[src/rtl/mem_port_arbiter.sv]
// Single-port RAM arbiter: shares the memory between CPU and DMA requesters,
// inserts WAIT_CYC wait states and returns read data with a one-cycle ack.
module mem_port_arbiter #(
  parameter int ADDR_W     = 12,
  parameter int DATA_W     = 16,
  parameter int WAIT_CYC   = 1,
  parameter int STARVE_LIM = 3
) (
  input  logic              clk,
  input  logic              rst_n,
  input  logic              cpu_req,
  input  logic              cpu_we,
  input  logic [ADDR_W-1:0] cpu_addr,
  input  logic [DATA_W-1:0] cpu_wdata,
  output logic              cpu_ack,
  output logic [DATA_W-1:0] cpu_rdata,
  output logic              cpu_stall,
  input  logic              dma_req,
  input  logic              dma_we,
  input  logic [ADDR_W-1:0] dma_addr,
  input  logic [DATA_W-1:0] dma_wdata,
  output logic              dma_ack,
  output logic [DATA_W-1:0] dma_rdata,
  output logic              mem_en,
  output logic              mem_we,
  output logic [ADDR_W-1:0] mem_addr,
  output logic [DATA_W-1:0] mem_wdata,
  input  logic [DATA_W-1:0] mem_rdata
);
  // state  | meaning
  // IDLE   | sample requests, arbitrate, latch the winning access
  // ACCESS | mem_en pulse, wait counter loaded
  // WAIT   | count down remaining wait states
  // DONE   | owner's ack pulse, read data already captured
  typedef enum logic [1:0] {IDLE, ACCESS, WAIT, DONE} state_t;

  localparam logic [2:0] WAIT_LD = 3'(WAIT_CYC > 0 ? WAIT_CYC - 1 : 0);
  localparam logic [3:0] LIM     = 4'(STARVE_LIM);

  state_t      state;
  logic        owner_dma;
  logic [2:0]  wcnt;
  logic [3:0]  starve_cnt;
  logic        grant_cpu;
  logic        grant_dma;
  logic        access_end;

  assign cpu_stall = cpu_req & ~cpu_ack;

  always_comb begin
    grant_cpu = 1'b0;
    grant_dma = 1'b0;
    if (state == IDLE) begin
      if (cpu_req && dma_req) begin
        grant_dma = (starve_cnt == LIM);
        grant_cpu = (starve_cnt != LIM);
      end else begin
        grant_cpu = cpu_req;
        grant_dma = dma_req;
      end
    end
  end

  // With no wait states the access completes straight out of ACCESS.
  assign access_end = ((state == ACCESS) && (WAIT_CYC == 0)) ||
                      ((state == WAIT) && (wcnt == 3'd0));

  always_ff @(posedge clk or negedge rst_n) begin
    if (!rst_n) begin
      state      <= IDLE;
      owner_dma  <= 1'b0;
      wcnt       <= 3'd0;
      starve_cnt <= 4'd0;
      mem_en     <= 1'b0;
      mem_we     <= 1'b0;
      mem_addr   <= '0;
      mem_wdata  <= '0;
      cpu_ack    <= 1'b0;
      dma_ack    <= 1'b0;
      cpu_rdata  <= '0;
      dma_rdata  <= '0;
    end else begin
      mem_en  <= 1'b0;
      cpu_ack <= 1'b0;
      dma_ack <= 1'b0;
      case (state)
        IDLE: begin
          if (grant_cpu || grant_dma) begin
            owner_dma <= grant_dma;
            mem_en    <= 1'b1;
            mem_we    <= grant_dma ? dma_we    : cpu_we;
            mem_addr  <= grant_dma ? dma_addr  : cpu_addr;
            mem_wdata <= grant_dma ? dma_wdata : cpu_wdata;
            if (grant_dma)
              starve_cnt <= 4'd0;
            else if (dma_req && (starve_cnt != LIM))
              starve_cnt <= starve_cnt + 4'd1;
            state <= ACCESS;
          end
        end
        ACCESS: begin
          wcnt <= WAIT_LD;
          if (WAIT_CYC > 0) state <= WAIT;
        end
        WAIT: begin
          if (wcnt != 3'd0) wcnt <= wcnt - 3'd1;
        end
        DONE:    state <= IDLE;
        default: state <= IDLE;
      endcase
      if (access_end) begin
        state <= DONE;
        if (owner_dma) begin
          dma_ack <= 1'b1;
          if (!mem_we) dma_rdata <= mem_rdata;
        end else begin
          cpu_ack <= 1'b1;
          if (!mem_we) cpu_rdata <= mem_rdata;
        end
      end
    end
  end

endmodule
[config.mk]
export PLATFORM = sky130hd
export DESIGN_NAME = mem_port_arbiter
export DESIGN_NICKNAME = d
export VERILOG_FILES = /design/src/rtl/mem_port_arbiter.sv
export SDC_FILE = /design/constraint.sdc
export NUM_CORES = 1
export LEC_CHECK = 0
export BUFFER_PORTS_ARGS = -buffer_cell sky130_fd_sc_hd__buf_2
export CAP_MARGIN = 0
export CORE_UTILIZATION = 45
export DETAILED_ROUTE_END_ITERATION = 12
export GPL_TIMING_DRIVEN = 0
export PLACE_DENSITY = 0.81
export SLEW_MARGIN = 20
export SYNTH_ARGS = -nofsm -noshare
export SYNTH_HDL_FRONTEND = slang
export SYNTH_SLANG_ARGS = --single-unit
[constraint.sdc]
create_clock -name clk -period 2.9 [get_ports clk]
set_clock_uncertainty 0.1 [all_clocks]
set_input_delay 0.87 -clock clk [delete_from_list [all_inputs] [get_ports clk]]
set_output_delay 0.87 -clock clk [all_outputs]
set_load 0.05 [all_outputs]
# After elaboration in Yosys (flattened, before gate mapping)
# Index checks and enable logic that the tools add are counted.
# Widths: inputs -> output; s select.
dict set report word_totals {
  register_bits 74
  inputBits 78
  out_inout_bits 65
  wordCells 61
}
dict set report op_classes {
  n_addsub 2
  n_eq_ne 7
  n_mux 20
  bitwise 4
  n_reduce_logical 16
}
# cell n
set op_table {}
lappend op_table {{$mux 16} 1}
lappend op_table {{$mux 12} 1}
lappend op_table {{$mux 1} 11}
lappend op_table {{$reduce_and 3->1} 3}
lappend op_table {{$mux 4} 2}
lappend op_table {{$pmux 2 s3} 1}
lappend op_table {{$pmux 3 s2} 1}
lappend op_table {{$reduce_and 2->1} 3}
lappend op_table {{$add 4x1->4 const B} 1}
lappend op_table {{$eq 2x2->1 const B} 2}
lappend op_table {{$eq 4x2->1 const B} 1}
lappend op_table {{$mux 2} 2}
lappend op_table {{$ne 4x2->1 const B} 1}
lappend op_table {{$reduce_bool 2->1} 2}
lappend op_table {{$reduce_bool 4->1} 1}
lappend op_table {{$logic_and 1x1->1} 3}
lappend op_table {{$logic_not 3->1} 1}
lappend op_table {{$mux 3} 1}
lappend op_table {{$ne 3x2->1 const B} 1}
lappend op_table {{$not 1->1} 3}
lappend op_table {{$reduce_bool 3->1} 1}
lappend op_table {{$sub 3x1->3 const B} 1}
lappend op_table {{$eq 2x1->1 const B} 1}
lappend op_table {{$logic_not 2->1} 1}
lappend op_table {{3 further kinds} 3}

# Depth between registers and ports, before layout
dict set report depth {
  ltp_word 7
  mapped_depth 8
  mapped_depth_nobuf 6
}

# Least setup slack after synthesis
# Ideal clock, no wire load.
dict set report synth_timing {
  path_type {input-to-output}
  from {in cpu_req}
  to {out cpu_stall}
  arrival_ns 2.100
  required_ns 1.930
  slack_ns -0.170
  stages 3
  n_path_buf 2
  path_cell_list {clkbuf_1 clkbuf_1 nor2b_1}
}
dict set report synth_between {
  elab_chain_cells 1
}
# element line_no
set synth_rtl {}
lappend synth_rtl {{start: declaration} 11} ;# input logic cpu_req,
lappend synth_rtl {{$and 1x1->1} 48} ;# assign cpu_stall = cpu_req & ~cpu_ack;
lappend synth_rtl {{end: declaration} 17} ;# output logic cpu_stall,
# No other way between the ends.

# Final worst setup path
# Same ends and word-level chain as after synthesis.

==> flow_metrics.py <==
metrics = {
    "synth": {
        "synth-edff-count": 0,
        "syn-num-nets": 385,
        "synth_area_per_cell_sq_um": 11.4,
        "yosys_warnings": 0,
        "synthFlopType": "dfrtp_1",
        "ys_seq_area_share_pct": 53.6,
        "netlist_instances": 304,
        "synth-seq-cells": 74,
        "yosysUniqueCellTypes": 30,
        "synth-async-reset-ratio_pct": 100,
        "netlist_area_sq_um": 3460,
    },
    "timing": {
        "setup_viol": 0,
        "drv_slew": 0,
        "layout_worst_path_cycle_share_pct": 98.1,
        "rsz0062_at_grt": "false",
        "fin_setup_tns_ns": 0,
        "slew_headroom_pct": 61.5,
        "hold_viol_final": 0,
        "period_minus_slack_ns": 2.84,
        "worstMarginPinSlew_ns": 0.575,
        "worst_hold_slack_ns": 0.295,
        "fmaxAchievable_mhz": 352,
    },
    "clock_tree": {
        "clkLatencyLatePin_ns": 0.34,
        "cts_tree": "done",
        "cts_resized": 1,
        "cts_buffer_depth": 2,
        "cts-root-buf": "clkbuf_8",
        "cts-hold-fix-buffers": 0,
        "post_cts_buffers": 0,
        "htreeDepth": 3,
        "numCtsBuffers": 9,
        "clkTransAtPathRegs_ns": 0.08,
        "clock-sinks": 74,
    },
    "worst_setup_path": {
        "path_delay_family": "buffers and inverters",
        "crit_path_cell_trace": "clkbuf_1 -> buf_2 -> nor2b_2 -> buf_2",
        "crit_top_cell": "buf_2",
        "worstPathArrival_ns": 1.87,
        "end_kind": "output port",
        "cp_max_fo": 10,
        "worstSetupPathType": "in2out",
        "worstPathBufferInverterCount": 3,
        "cpMaxStageDelayCell": "buf_2",
        "crit_path_start_kind": "primary input",
        "worstPathRequired_ns": 1.93,
        "slowest_delay_ns": 0.30,
    },
    "floorplanning": {
        "core_sq_um": 7330,
        "io_pins": 143,
        "die_h_um": 89.6,
        "initial_core_util_pct": 47.1,
        "die_w_um": 89.6,
        "dieArea_sq_um": 8030,
        "fp-row-count": 31,
    },
    "run": {
        "maxCapViolCount": 0,
    },
    "place": {
        "io_buffers": 141,
        "place_congestion": 0.856,
        "dp_hpwl_mm": 6.35,
    },
    "power": {
        "vdd_drop_max_mv": 0.623,
        "finalPower_mw": 5.97,
        "p_per_area_nw_per_um2": 1320,
        "p_leak_nw": 2.20,
    },
    "global_routing": {
        "grt_use_met1_pct": 26.3,
        "grt_pass1_wl_mm": 13.1,
        "antenna_found_initial": 0,
        "grt_busiest_layer": "met2",
        "track_usage_pct": 21.6,
        "grt_use_met3_pct": 6.22,
        "grt_start_max_net_pins": 59,
        "met2_usage_pct": 36.3,
        "grt.overflow.total": 0,
        "grt_pass1_vias": 2830,
    },
    "layout": {
        "syn_to_final_growth_pct": 31.1,
        "seq_area_sq_um": 1850,
        "diodes": 0,
        "fillCellCount": 594,
        "finalNetCount": 538,
        "drive_above_1_share_pct": 44.4,
        "finish.utilization_pct": 61.8,
        "multiInputGateArea_sq_um": 1330,
    },
    "detailed_routing": {
        "wl_per_cell_um": 15.0,
        "vias": 3001,
        "drc": 0,
        "drt_first_pass_iters": 4,
        "initialDrtViolationCount": 99,
        "ant_nets": 0,
        "wl_mm": 8.44,
        "viasPerCell": 5.35,
    },
    "run_status": {
        "status": "finished clean",
    },
    "min_path": {
        "min_path_type": "in2async",
    },
}
## final timing paths
path                            from  slack [ns]  depth (start not counted)       endpoint
hold / removal                 rst_n        0.29                          1   mem_wdata[4]
hold reg to reg            owner_dma        0.38                          1        cpu_ack
min in group clk           owner_dma        0.38                          1        cpu_ack
setup reg to reg             wcnt[0]        0.53                          7   cpu_rdata[3]
setup / recovery             cpu_req        0.06                          4      cpu_stall
max in group asynchronous      rst_n        1.85                          2  starve_cnt[3]
## cells in the mapped netlist (all sizes together), types with 3 or more instances
cell / number / area share [%]
a21oi: 3 / 0.43
o2111ai: 29 / 7.3
o211ai: 29 / 6.3
nor2: 5 / 0.54
ha: 3 / 1.1
nor3b: 5 / 1.1
inv: 35 / 3.8
o21ai: 38 / 5.5
clkbuf: 20 / 2.2
buf: 8 / 2.0
dfrtp: 74 / 54
nand2: 6 / 0.65
mux2: 32 / 12
## layout by cell type, fill, tap and decap left out, types with 2 or more instances in the layout
master,n
buf_2,145
dfrtp_1,74
o21ai_0,38
inv_1,35
o2111ai_1,29
o211ai_1,29
mux2_2,22
clkbuf_1,19
mux2_4,10
clkbuf_8,9
nand2_1,6
nor2_1,5
nor3b_1,5
a21oi_1,3
ha_1,3
buf_6,2
buf_4,2
or3b_2,2
nand3_1,2
nand2b_1,2
o2bb2ai_1,2
inv_8,2
clkinv_4,2
## sequential cells by signal, summed over array words and instances, names as in the netlist, 2 cells and up
name and cells:
state 2, wcnt 3, starve_cnt 4, mem_wdata 16, cpu_rdata 16, mem_addr 12, dma_rdata 16
## metal layers
| metal | vias to the layer above | routed length [um] |
|---|---|---|
| li1 | 1415 | - |
| met1 | 1437 | 3630 |
| met2 | 139 | 4010 |
| met3 | 10 | 685 |
| met4 | 0 | 106 |
| met5 | - | 0 |
## cells by family after synthesis
group	share of synthesized area, %
buffers and inverters	8.00
and+or+nand+nor	5.03
adders and majority gates	1.09
muxes	11.5
xor gates and xnor gates	0.253
DFF	53.6
AOI/OAI and AO/OA	20.5
## stage by stage
step                      instance area [sq um]  worst slack [ns]  instances
after floorplan                            3460            0.0676        304
after global placement                     4290            -0.145        544
after detailed placement                   4320            -0.121        545
after CTS                                  4530            0.0443        561
after global routing                       4530           0.00742        561
final                                      4530            0.0559        561
## report_power, final
group          internal [mW]  total [mW]  switching, mW
Combinational          0.954        3.37           2.42
Sequential              1.52        1.77          0.252
Clock                  0.415       0.833          0.418
## area by class of cell
class / count / share of cell area (%)
flip-flops and latches: 74 / 40.9
multi-input cells: 167 / 29.4
repair buffers: 142 / 16.2
plain buffers: 28 / 3.23
inverters: 35 / 2.90
clock buffers: 9 / 2.73
well taps: 99 / 2.73
clock inverters: 7 / 1.91
(Power assumes the default switching activity.)
